==> src/rtl/hazard_scoreboard.sv <==
// hazard_scoreboard: ID-stage tracker of in-flight register writes.
// Stalls ID until every source and destination is forwardable.
module hazard_scoreboard #(
    parameter int LOAD_LAT = 1,
    parameter int MUL_LAT  = 4,
    parameter int CNT_W    = 3
) (
    input  logic        clk,
    input  logic        rst_n,
    input  logic        id_valid,
    input  logic [4:0]  id_src1,
    input  logic [4:0]  id_src2,
    input  logic [4:0]  id_dest,
    input  logic        id_regwrite,
    input  logic        id_is_load,
    input  logic        id_is_mult,
    input  logic        wb_regwrite,
    input  logic [4:0]  wb_dest,
    input  logic        flush,
    output logic        stall,
    output logic [31:0] busy
);

    localparam logic [CNT_W-1:0] LOAD_CNT = CNT_W'(LOAD_LAT);
    localparam logic [CNT_W-1:0] MUL_CNT  = CNT_W'(MUL_LAT);
    localparam logic [CNT_W-1:0] ONE      = CNT_W'(1);

    logic [31:0]            busy_q, busy_d;
    logic [31:0][CNT_W-1:0] cnt_q, cnt_d;

    logic src1_haz, src2_haz, waw_haz, issue;

    // Hazard detection: any operand still counting down blocks issue
    always_comb begin
        src1_haz = (id_src1 != 5'd0) && (cnt_q[id_src1] != '0);
        src2_haz = (id_src2 != 5'd0) && (cnt_q[id_src2] != '0);
        waw_haz  = id_regwrite && (id_dest != 5'd0)
                   && (cnt_q[id_dest] != '0);
        stall    = id_valid && (src1_haz || src2_haz || waw_haz);
        issue    = id_valid && !stall && !flush && id_regwrite
                   && (id_dest != 5'd0);
    end

    // Next state: countdown, then writeback clear, then issue (issue wins)
    always_comb begin
        busy_d = busy_q;
        cnt_d  = cnt_q;
        for (int r = 0; r < 32; r++) begin
            if (cnt_q[r] != '0) begin
                cnt_d[r] = cnt_q[r] - ONE;
            end
        end
        if (wb_regwrite && (wb_dest != 5'd0)) begin
            busy_d[wb_dest] = 1'b0;
            cnt_d[wb_dest]  = '0;
        end
        if (issue) begin
            busy_d[id_dest] = 1'b1;
            if (id_is_load) begin
                cnt_d[id_dest] = LOAD_CNT;
            end else if (id_is_mult) begin
                cnt_d[id_dest] = MUL_CNT;
            end else begin
                cnt_d[id_dest] = '0;
            end
        end
        busy_d[0] = 1'b0;
        cnt_d[0]  = '0;
    end

    // State registers; reset drops all tracking immediately
    always_ff @(posedge clk or negedge rst_n) begin
        if (!rst_n) begin
            busy_q <= '0;
            cnt_q  <= '0;
        end else begin
            busy_q <= busy_d;
            cnt_q  <= cnt_d;
        end
    end

    assign busy = busy_q;

endmodule

==> config.mk <==
export PLATFORM = sky130hd
export DESIGN_NAME = hazard_scoreboard
export DESIGN_NICKNAME = d
export VERILOG_FILES = /design/src/rtl/hazard_scoreboard.sv
export SDC_FILE = /design/constraint.sdc
export NUM_CORES = 1
export LEC_CHECK = 0
export CAP_MARGIN = 30
export CORE_MARGIN = 10
export CORE_UTILIZATION = 54
export CTS_CLUSTER_SIZE = 28
export DETAILED_ROUTE_END_ITERATION = 10
export PLACE_DENSITY = 0.78
export REMOVE_ABC_BUFFERS = 1
export SLEW_MARGIN = 20
export SYNTH_ARGS = -nofsm -noshare
export SYNTH_HDL_FRONTEND = slang
export SYNTH_SLANG_ARGS = --single-unit
export TNS_END_PERCENT = 10
==> constraint.sdc <==
create_clock -name clk -period 2.9 [get_ports clk]
set_input_delay 0.58 -clock clk [delete_from_list [all_inputs] [get_ports clk]]
set_output_delay 0.58 -clock clk [all_outputs]
set_load 0.005 [all_outputs]
==> impl_metrics.yaml, run 1 <==
run_status:
  status: "complete, but fails checks"
  violations: "negative setup slack"
clock_network:
  cts.sinks: 124
  numCtsBuffers: 17
  clock_latency_ns: 0.44
  clk_pin_slew_ns: 0.06
  htree_levels: 4
  cts_tree: "yes"
  clock-root-buffer: "clkbuf_16"
  cts_max_path_buffers: 2
die:
  rows: 45
  dieArea_mm2: 0.02117
  die_h_um: 145.5
  coreArea_mm2: 0.01531
  initial_utilization_pct: 55.55
  die_w_um: 145.5
  ioPinCount: 61
power_and_ir_drop:
  switching_share_pct: 35.69
  pwr-share-clk_pct: 23.5
  combPwrFrac_pct: 50.7
  cellLeakagePower_nw: 5.826
  irDropWorstVdd_mv: 0.5527
  pwr-share-seq_pct: 25.7
  intPower_mw: 6.724
  power.density_mw_per_mm2: 903.7
  switchingPower_mw: 3.732
setup_path:
  path_buf_inv: 1
  r2r-end: "cnt_q[73]$_DFF_PN0_"
  cp_cell_sequence: "or3_4 -> mux4_2 -> mux2i_2 -> o2111ai_2 -> nor4_4 -> o21ai_2 -> and2_1 -> buf_2"
  cp-end-kind: "primary output"
  cp_max_fo: 2
  criticalPathCategory: "flip-flop to primary output"
  rrSetupSlack_ns: -0.08
  crit_path_top_delay_cell: "mux4_2"
  critPathTopFamily: "simple AND/OR/NAND/NOR gates"
  cpPeakStageDelay_ns: 0.49
  reg2reg_from: "cnt_q[54]$_DFF_PN0_"
  critical_path_arrival_ns: 2.76
  crit_required_ns: 2.32
  setup.worst_path.start_class: "flip-flop"
  r2r_cells: 10
global_route:
  antenna_found_initial: 0
  grt_max_degree: 51
  grt_pass1_vias: 8165
  grt_overflow: 0
  grt_util_met2_pct: 38.76
  use_met1_pct: 28.95
  track_usage_pct: 23.73
  grt_pass1_wl_um: 41000
  met3_usage_pct: 6.613
  busiest_layer: "met2"
sta:
  slew_viol_final: 0
  finClkSkew_ns: 0.009264
  min_period_ns: 3.345
  fin_crit_sh_pct: 115.3
  slew_headroom_pct: 58.78
  fmax_mhz: 299.0
  setup-tns-final_ns: -3.354
  setup_ws_ns: -0.4449
  finalHoldViolations: 0
  rsz0062_at_grt: "true"
  fin_hold_ws_ns: 0.1507
  worst_pin_slew_ns: 0.6183
  setup_violations: 82
final_layout:
  areaGrowthSynthToFinish_pct: 36.00
  drive_gt1_share_pct: 23.94
  final_core_util_pct: 75.55
  design_area_mm2: 0.01157
  layout.nets: 1308
  antenna_cells: 0
  fillCellCount: 1034
place:
  place_congestion: 0.9505
  io_buffers: 59
  place_area_mm2: 0.01065
  hpwl_um: 17630
  place_ws_ns: -1.042
synth:
  yosysWarnings: 0
  ys_top_cells_by_area: "dfrtp_1 (36%), ha_1 (13%), nand2_1 (7.1%)"
  ys_ff_latch: 124
  synth_edf_count: 0
  synthesis.area_mm2: 0.008507
  synth_top_area_cell: "dfrtp_1"
  synthCells: 961
  yosysMostFrequentCell: "nand2_1"
  ys_types: 48
  netlist_top_cells_count: "nand2_1 (160), dfrtp_1 (124), inv_1 (121)"
  netlist.area_leader.share_pct: 36.48
  async_reset_ff_share_pct: 100.0
  avgSynthCellArea_um2: 8.852
  ys_seq_area_share_pct: 36.48
  ys.flop_type: "dfrtp_1"
routing:
  drt-initial-drc-count: 735
  totalWireLength_um: 25470
  firstDrtPassIters: 6
  routed_via_density: 5.607
  vias: 7928
  ant_nets: 0
  wire_per_inst_um: 18.01
  drcViolationCount: 0
worst_hold_path:
  hp-class: "primary input to async pin"
run:
  cap_violations: 0
==> layer usage <==
layer / vias up / wire length (um)
li1: 3706 / -
met1: 3807 / 10640
met2: 345 / 12130
met3: 70 / 1962
met4: 0 / 729
met5: - / 0
==> per-stage QoR <==
step,instances,total power [mW]
2_1_floorplan,923,5.503
3_3_place_gp,1380,7.070
3_5_place_dp,1380,7.347
4_1_cts,1411,9.974
5_1_grt,1414,11.15
6_report,1414,10.46
==> final cells by class <==
type                    count  area (um2)  area share, %
well taps                 211       264.0          2.282
repair buffers            249        2105          18.19
clock inverters            14       242.7          2.098
inverters                 121       454.2          3.926
clock buffers              17       425.4          3.677
flip-flops and latches    124        3103          26.82
multi-input cells         678        4976          43.01
==> layout by cell type (no fill, tap or decap), drive strengths merged, types with 3 or more instances in the layout <==
cell	Yosys	layout
buf	9	190
nand2	160	160
dfrtp	124	124
inv	121	122
ha	89	89
clkdlybuf4s50	0	53
nor2	51	51
a21oi	38	38
mux2i	35	35
mux2	35	35
o21ai	33	33
and3	33	33
nand4	32	32
xor2	27	27
nor3	25	25
clkbuf	29	19
o22ai	14	14
nor4	13	13
or3	12	12
nand2b	11	11
nor3b	7	7
mux4	6	6
bufinv	0	6
nand3b	5	5
o211ai	5	5
a211oi	4	4
nor4b	4	4
and2	4	4
nand3	4	4
a41oi	4	4
xnor2	4	4
dlygate4sd2	0	4
clkinv	0	4
nor2b	3	3
clkinvlp	0	3
or3b	3	3
==> worst reg2reg max path, cell delays in order, from the launching register on <==
cell and delay (ns):
dfrtp_1 0.40, or3_4 0.43, mux4_2 0.49, mux2i_2 0.17, o2111ai_2 0.19, nor4_4 0.24
buf_4 0.23, clkbuf_16 0.17, nand4_1 0.17, buf_4 0.21, and3_1 0.16
==> power by group through the flow <==
stage                     combinational, mW  clock (mW)  sequential [mW]
after floorplan                        2.83           0             2.67
after global placement                 4.40           0             2.67
after CTS                              4.82        2.48             2.67
after global routing                   5.84        2.56             2.75
after detailed placement               4.66           0             2.68
final                                  5.30        2.46             2.69
==> repair_timing <==
action,4_1_cts,5_1_grt
buffers inserted,0,1
pin swaps,4,2
hold endpoints to repair,0,0
hold buffers,0,0
setup endpoints to repair,125,125
resized for setup,23,30
gates cloned,0,2
==> sequential cells by signal, indices dropped and copies added, names as in the netlist <==
signal and cells:
cnt_q 93, busy 31
==> worst max path at each step <==
stage	from	endpoint	slack (ns)	cells after the start
floorplan	id_dest[0]	cnt_q[12]$_DFF_PN0_	-1.62	7
global placement	id_src1[0]	stall	-1.01	9
detailed placement	id_src1[0]	stall	-1.04	9
CTS	cnt_q[71]$_DFF_PN0_	stall	-0.42	8
global route	cnt_q[54]$_DFF_PN0_	stall	-0.57	8
finish	cnt_q[54]$_DFF_PN0_	stall	-0.44	8
==> logic make-up (layout without fill, tap and decap cells) <==
group | count (synthesis) | after routing | synth area share (%)
flip-flops | 124 | 124 | 36.48
buffers and inverters | 159 | 401 | 7.192
AND/OR/NAND/NOR | 372 | 372 | 22.17
AO/OA/AOI/OAI | 109 | 109 | 7.501
other | 1 | 1 | 0.04408
XOR/XNOR | 31 | 31 | 3.192
multiplexers | 76 | 76 | 10.34
adder cells (fa/ha/maj) | 89 | 89 | 13.09
Note: power is estimated with default switching activity, not from simulation.
==> inputs of run 2 (changes only) <==
--- a/config.mk
+++ b/config.mk
@@ -10,7 +10,7 @@
 export CORE_UTILIZATION = 54
 export CTS_CLUSTER_SIZE = 28
 export DETAILED_ROUTE_END_ITERATION = 10
-export PLACE_DENSITY = 0.78
+export PLACE_DENSITY = 0.74
 export REMOVE_ABC_BUFFERS = 1
 export SLEW_MARGIN = 20
 export SYNTH_ARGS = -nofsm -noshare
==> impl_metrics.yaml, run 2 (synthesized netlist as in run 1, its figures left out) <==
run_status:
  status: "complete, but fails checks"
  violations: "negative setup slack"
die:
  coreArea_mm2: 0.01531
  die_h_um: 145.5
  ioPinCount: 61
  rows: 45
  dieArea_mm2: 0.02117
  initial_utilization_pct: 55.55
  die_w_um: 145.5
place:
  hpwl_um: 17240
  post-place-cells: 1382
  io_buffers: 59
  place_congestion: 0.9440
power_and_ir_drop:
  combPwrFrac_pct: 48.9
  intPower_mw: 6.366
  power.density_mw_per_mm2: 867.3
  irDropWorstVdd_mv: 0.5935
  switching_share_pct: 35.72
  p_total_mw: 9.904
  cellLeakagePower_nw: 5.800
  switchingPower_mw: 3.538
  pwr-share-seq_pct: 27.0
  pwr-share-clk_pct: 24.1
routing:
  wire_per_inst_um: 17.22
  drcViolationCount: 0
  drt-initial-drc-count: 650
  ant_nets: 0
  vias: 7713
  firstDrtPassIters: 6
  routed_via_density: 5.447
  totalWireLength_um: 24380
final_layout:
  largest_reg_flops: 93
  top_register: "cnt_q"
  layout.nets: 1309
  layout_commonest_cell: "buf_4"
  final_core_util_pct: 74.56
  areaGrowthSynthToFinish_pct: 34.23
  seq_area_mm2: 0.003103
  antenna_cells: 0
  multi_input_area_mm2: 0.004880
  drive_gt1_share_pct: 22.24
  final_cell_mix: "buf_4 (188), nand2_1 (160), dfrtp_1 (124)"
  fin_cells: 1416
  fillCellCount: 1156
sta:
  rsz0062_at_grt: "true"
  finClkSkew_ns: 0.007250
  setup_violations: 98
  fmax_mhz: 303.0
  finalHoldViolations: 0
  setup_ws_ns: -0.4001
  fin_hold_ws_ns: 0.2523
  slew_viol_final: 0
  fin_crit_sh_pct: 113.8
  worst_pin_slew_ns: 0.7001
  slew_headroom_pct: 53.33
  min_period_ns: 3.300
  setup-tns-final_ns: -10.35
global_route:
  grt_max_degree: 125
  antenna_found_initial: 0
  grt_pass1_wl_um: 40460
  track_usage_pct: 23.27
  grt_overflow: 0
  grt_pass1_vias: 8055
run:
  cap_violations: 0
clock_network:
  clk_pin_slew_ns: 0.06
  cts_max_path_buffers: 2
  htree_levels: 4
  cts_tree: "yes"
  cts.sinks: 124
  hold_buffers: 0
  clock-root-buffer: "clkbuf_16"
  clock_latency_ns: 0.43
  numCtsBuffers: 17
setup_path:
  cp-startpoint: "cnt_q[69]$_DFF_PN0_"
  cp-end-kind: "primary output"
  cp_max_fo: 3
  crit_required_ns: 2.32
  critical_path_arrival_ns: 2.72
  reg2reg_from: "cnt_q[69]$_DFF_PN0_"
  criticalPathCategory: "flip-flop to primary output"
  setup.worst_path.start_class: "flip-flop"
worst_hold_path:
  hp-class: "primary input to async pin"
[run 2: changes by cell type in the layout (fill, tap and decap cells not counted), moves of 4 or more]
cell,change
mux2_1,+4
mux2_4,-4
buf_4,+7
buf_6,-4
and3_4,-17
and3_1,+17
[run 2: metal layers]
layer  vias to the layer above  GRT usage [%]  wire length [um]
met2                       256          38.73             11760
met4                         0          8.342               523
met5                         -              0                 0
met3                        45          5.930              1514
li1                       3693              -                 -
met1                      3719          28.52             10580
[run 2: cell type report]
class                           count  share of cell area [%]
Timing Repair Buffer              250                   18.10
Sequential cell                   124                   27.18
Tap cell                          211                   2.312
Clock buffer                       21                   4.032
Multi-Input combinational cell    678                   42.73
Clock inverter                     11                   1.666
Inverter                          121                   3.978
[run 2: timing repair]
item / in CTS / in global routing
cloned: 0 / 0
setup buffers: 2 / 0
pin swaps: 6 / 0
setup endpoints to repair: 125 / 125
gates resized for setup: 20 / 3
[run 2: power by group through the flow]
stage / clock network [mW] / registers [mW] / logic, mW
floorplan: 0 / 2.67 / 2.83
global placement: 0 / 2.66 / 4.42
finish: 2.38 / 2.68 / 4.84
detailed placement: 0 / 2.67 / 4.67
global route: 2.47 / 2.74 / 5.42
CTS: 2.40 / 2.67 / 4.83
[run 2: final timing paths]
kind | end | slack, ns | cells past startpoint
min in group clk | busy[30]$_DFF_PN0_ | 0.47 | 2
max | stall | -0.40 | 8
max reg2reg | cnt_q[72]$_DFF_PN0_ | -0.19 | 8
max in group asynchronous | busy[11]$_DFF_PN0_ | 2.11 | 2
min reg2reg | busy[30]$_DFF_PN0_ | 0.47 | 2
min | cnt_q[23]$_DFF_PN0_ | 0.25 | 2
[run 2: critical path: stages, from the launching register on]
cell and delay (ns):
dfrtp_1 0.38, or3_4 0.42, mux4_2 0.49, mux2i_1 0.17, o2111ai_2 0.18, nor4_4 0.24, o21ai_2 0.12, and2_1 0.15
buf_2 0.12
[run 2: per-stage QoR]
| step | area, um2 | setup WS [ns] |
|---|---|---|
| 2_1_floorplan | 8349 | -1.624 |
| 3_3_place_gp | 10680 | -1.029 |
| 3_5_place_dp | 10680 | -1.009 |
| 4_1_cts | 11410 | -0.3929 |
| 5_1_grt | 11420 | -0.5259 |
| 6_report | 11420 | -0.4001 |
==> inputs of run 3 (changes only) <==
==> constraint.sdc (replaced) <==
create_clock -name clk -period 2.9 [get_ports clk]
set_input_delay 0.58 -clock clk [delete_from_list [all_inputs] [get_ports clk]]
set_output_delay 0.58 -clock clk [all_outputs]
set_load 0.02 [all_outputs]
==> impl_metrics.yaml, run 3 (synthesized netlist as in run 1, its figures left out) <==
power_and_ir_drop:
  combPwrFrac_pct: 51.3
  pwr-share-seq_pct: 27.4
  cellLeakagePower_nw: 5.832
  intPower_mw: 6.253
  p_total_mw: 9.796
  pwr-share-clk_pct: 21.3
  switching_share_pct: 36.17
  irDropWorstVdd_mv: 0.5143
  power.density_mw_per_mm2: 853.8
  switchingPower_mw: 3.543
routing:
  drt-initial-drc-count: 599
  vias: 7817
  firstDrtPassIters: 5
  ant_nets: 0
  drcViolationCount: 0
  totalWireLength_um: 24230
  routed_via_density: 5.497
  wire_per_inst_um: 17.04
sta:
  finalHoldViolations: 0
  fmax_mhz: 294.0
  min_period_ns: 3.402
  fin_hold_ws_ns: 0.2567
  worst_pin_slew_ns: 0.6640
  slew_headroom_pct: 55.74
  fin_crit_sh_pct: 117.3
  setup_violations: 80
  setup_ws_ns: -0.5019
  finClkSkew_ns: 0.006621
  rsz0062_at_grt: "true"
  slew_viol_final: 0
run_status:
  status: "complete, but fails checks"
  violations: "negative setup slack"
final_layout:
  top_register: "cnt_q"
  areaGrowthSynthToFinish_pct: 34.87
  final_cell_mix: "buf_4 (188), nand2_1 (160), dfrtp_1 (124)"
  largest_reg_flops: 93
  antenna_cells: 0
  fin_cells: 1422
  layout.nets: 1315
  final_core_util_pct: 74.92
  fillCellCount: 1116
  seq_area_mm2: 0.003103
  multi_input_area_mm2: 0.004891
  drive_gt1_share_pct: 22.54
  layout_commonest_cell: "buf_4"
clock_network:
  clock-root-buffer: "clkbuf_16"
  cts.sinks: 124
  cts_tree: "yes"
  htree_levels: 4
  clk_pin_slew_ns: 0.05
  cts_max_path_buffers: 2
  clock_latency_ns: 0.43
  hold_buffers: 0
  numCtsBuffers: 17
setup_path:
  cp_max_fo: 2
  critical_path_arrival_ns: 2.82
  cpPeakStageDelay_ns: 0.51
  criticalPathCategory: "primary input to primary output"
  cp-end-kind: "primary output"
  setup.worst_path.start_class: "primary input"
  crit_required_ns: 2.32
  crit_path_top_delay_cell: "clkdlybuf4s50_1"
  reg2reg_from: "cnt_q[57]$_DFF_PN0_"
  cp-endpoint: "stall"
  rrSetupSlack_ns: -0.08
  cp-startpoint: "id_dest[3]"
  r2r-end: "cnt_q[73]$_DFF_PN0_"
  cp_cell_sequence: "clkdlybuf4s50_1 -> or3b_2 -> a221oi_2 -> o21ai_0 -> o311ai_1 -> buf_4 -> nor3b_4 -> o21ai_2 -> and2_4 -> buf_6"
  r2r_cells: 10
place:
  place_congestion: 0.9214
  io_buffers: 59
  post-place-cells: 1386
  hpwl_um: 17080
  place_ws_ns: -1.080
die:
  ioPinCount: 61
  die_h_um: 145.5
  initial_utilization_pct: 55.55
  die_w_um: 145.5
  rows: 45
  dieArea_mm2: 0.02117
  coreArea_mm2: 0.01531
global_route:
  antenna_found_initial: 0
  grt_max_degree: 125
  grt_overflow: 0
  grt_pass1_wl_um: 40050
  grt_pass1_vias: 8119
  track_usage_pct: 22.96
worst_hold_path:
  hp-class: "primary input to async pin"
run:
  cap_violations: 0
-- run 3: cell types whose count changed in the layout (fill, tap and decap cells not counted), sizes merged --
cell,before,now
clkdlybuf4s50,54,52
clkinv,5,4
bufinv,5,2
buf,193,199
clkbuf,21,25
dlygate4sd2,2,4
-- run 3: per-stage QoR --
step | setup TNS [ns] | area [um2]
6_report | -2.789 | 11470
5_1_grt | -8.206 | 11470
4_1_cts | -0.6886 | 11460
3_5_place_dp | -74.90 | 10720
3_3_place_gp | -71.48 | 10720
2_1_floorplan | -174.39 | 8349
-- run 3: area by class of cell --
class | count | share of cell area (%)
multi-input cells | 678 | 42.63
flip-flops and latches | 124 | 27.04
inverters | 121 | 3.959
clock buffers | 25 | 4.231
well taps | 211 | 2.301
clock inverters | 7 | 0.7634
repair buffers | 256 | 19.07
-- run 3: critical path: cells and delay by family --
kind                   cells  cell delay [ns]
and+or+nand+nor            3             0.71
buffers and inverters      3             0.81
AOI/OAI and AO/OA          4             0.72
-- run 3: power by group through the flow --
stage | sequential [mW] | combinational, mW | clock [mW]
after CTS | 2.66 | 4.99 | 2.10
after floorplan | 2.69 | 2.84 | 0
after global placement | 2.65 | 4.52 | 0
final | 2.68 | 5.03 | 2.09
after detailed placement | 2.66 | 4.74 | 0
after global routing | 2.73 | 5.62 | 2.19
-- run 3: worst min-delay path by stage --
| stage | slack, ns | cells past startpoint | endpoint | from |
|---|---|---|---|---|
| after global placement | 0.46 | 2 | busy[9]$_DFF_PN0_ | busy[9]$_DFF_PN0_ |
| after global routing | 0.31 | 2 | cnt_q[22]$_DFF_PN0_ | rst_n |
| after floorplan | 0.28 | 0 | busy[10]$_DFF_PN0_ | rst_n |
| final | 0.26 | 2 | cnt_q[22]$_DFF_PN0_ | rst_n |
| after CTS | 0.30 | 2 | busy[23]$_DFF_PN0_ | rst_n |
| after detailed placement | 0.46 | 2 | busy[19]$_DFF_PN0_ | busy[19]$_DFF_PN0_ |
-- run 3: per-layer routing --
metal | vias to the layer above | global-route usage (%) | routed length [um]
met5 | - | 0 | 0
met4 | 0 | 9.151 | 743
met3 | 63 | 6.768 | 1803
met2 | 300 | 38.05 | 11310
met1 | 3738 | 27.36 | 10380
li1 | 3716 | - | -
-- run 3: timing repair --
action,CTS,global route
pin swaps,13,1
gates resized for setup,32,5
setup endpoints to repair,125,100
gates cloned,2,0
buffers inserted,2,0
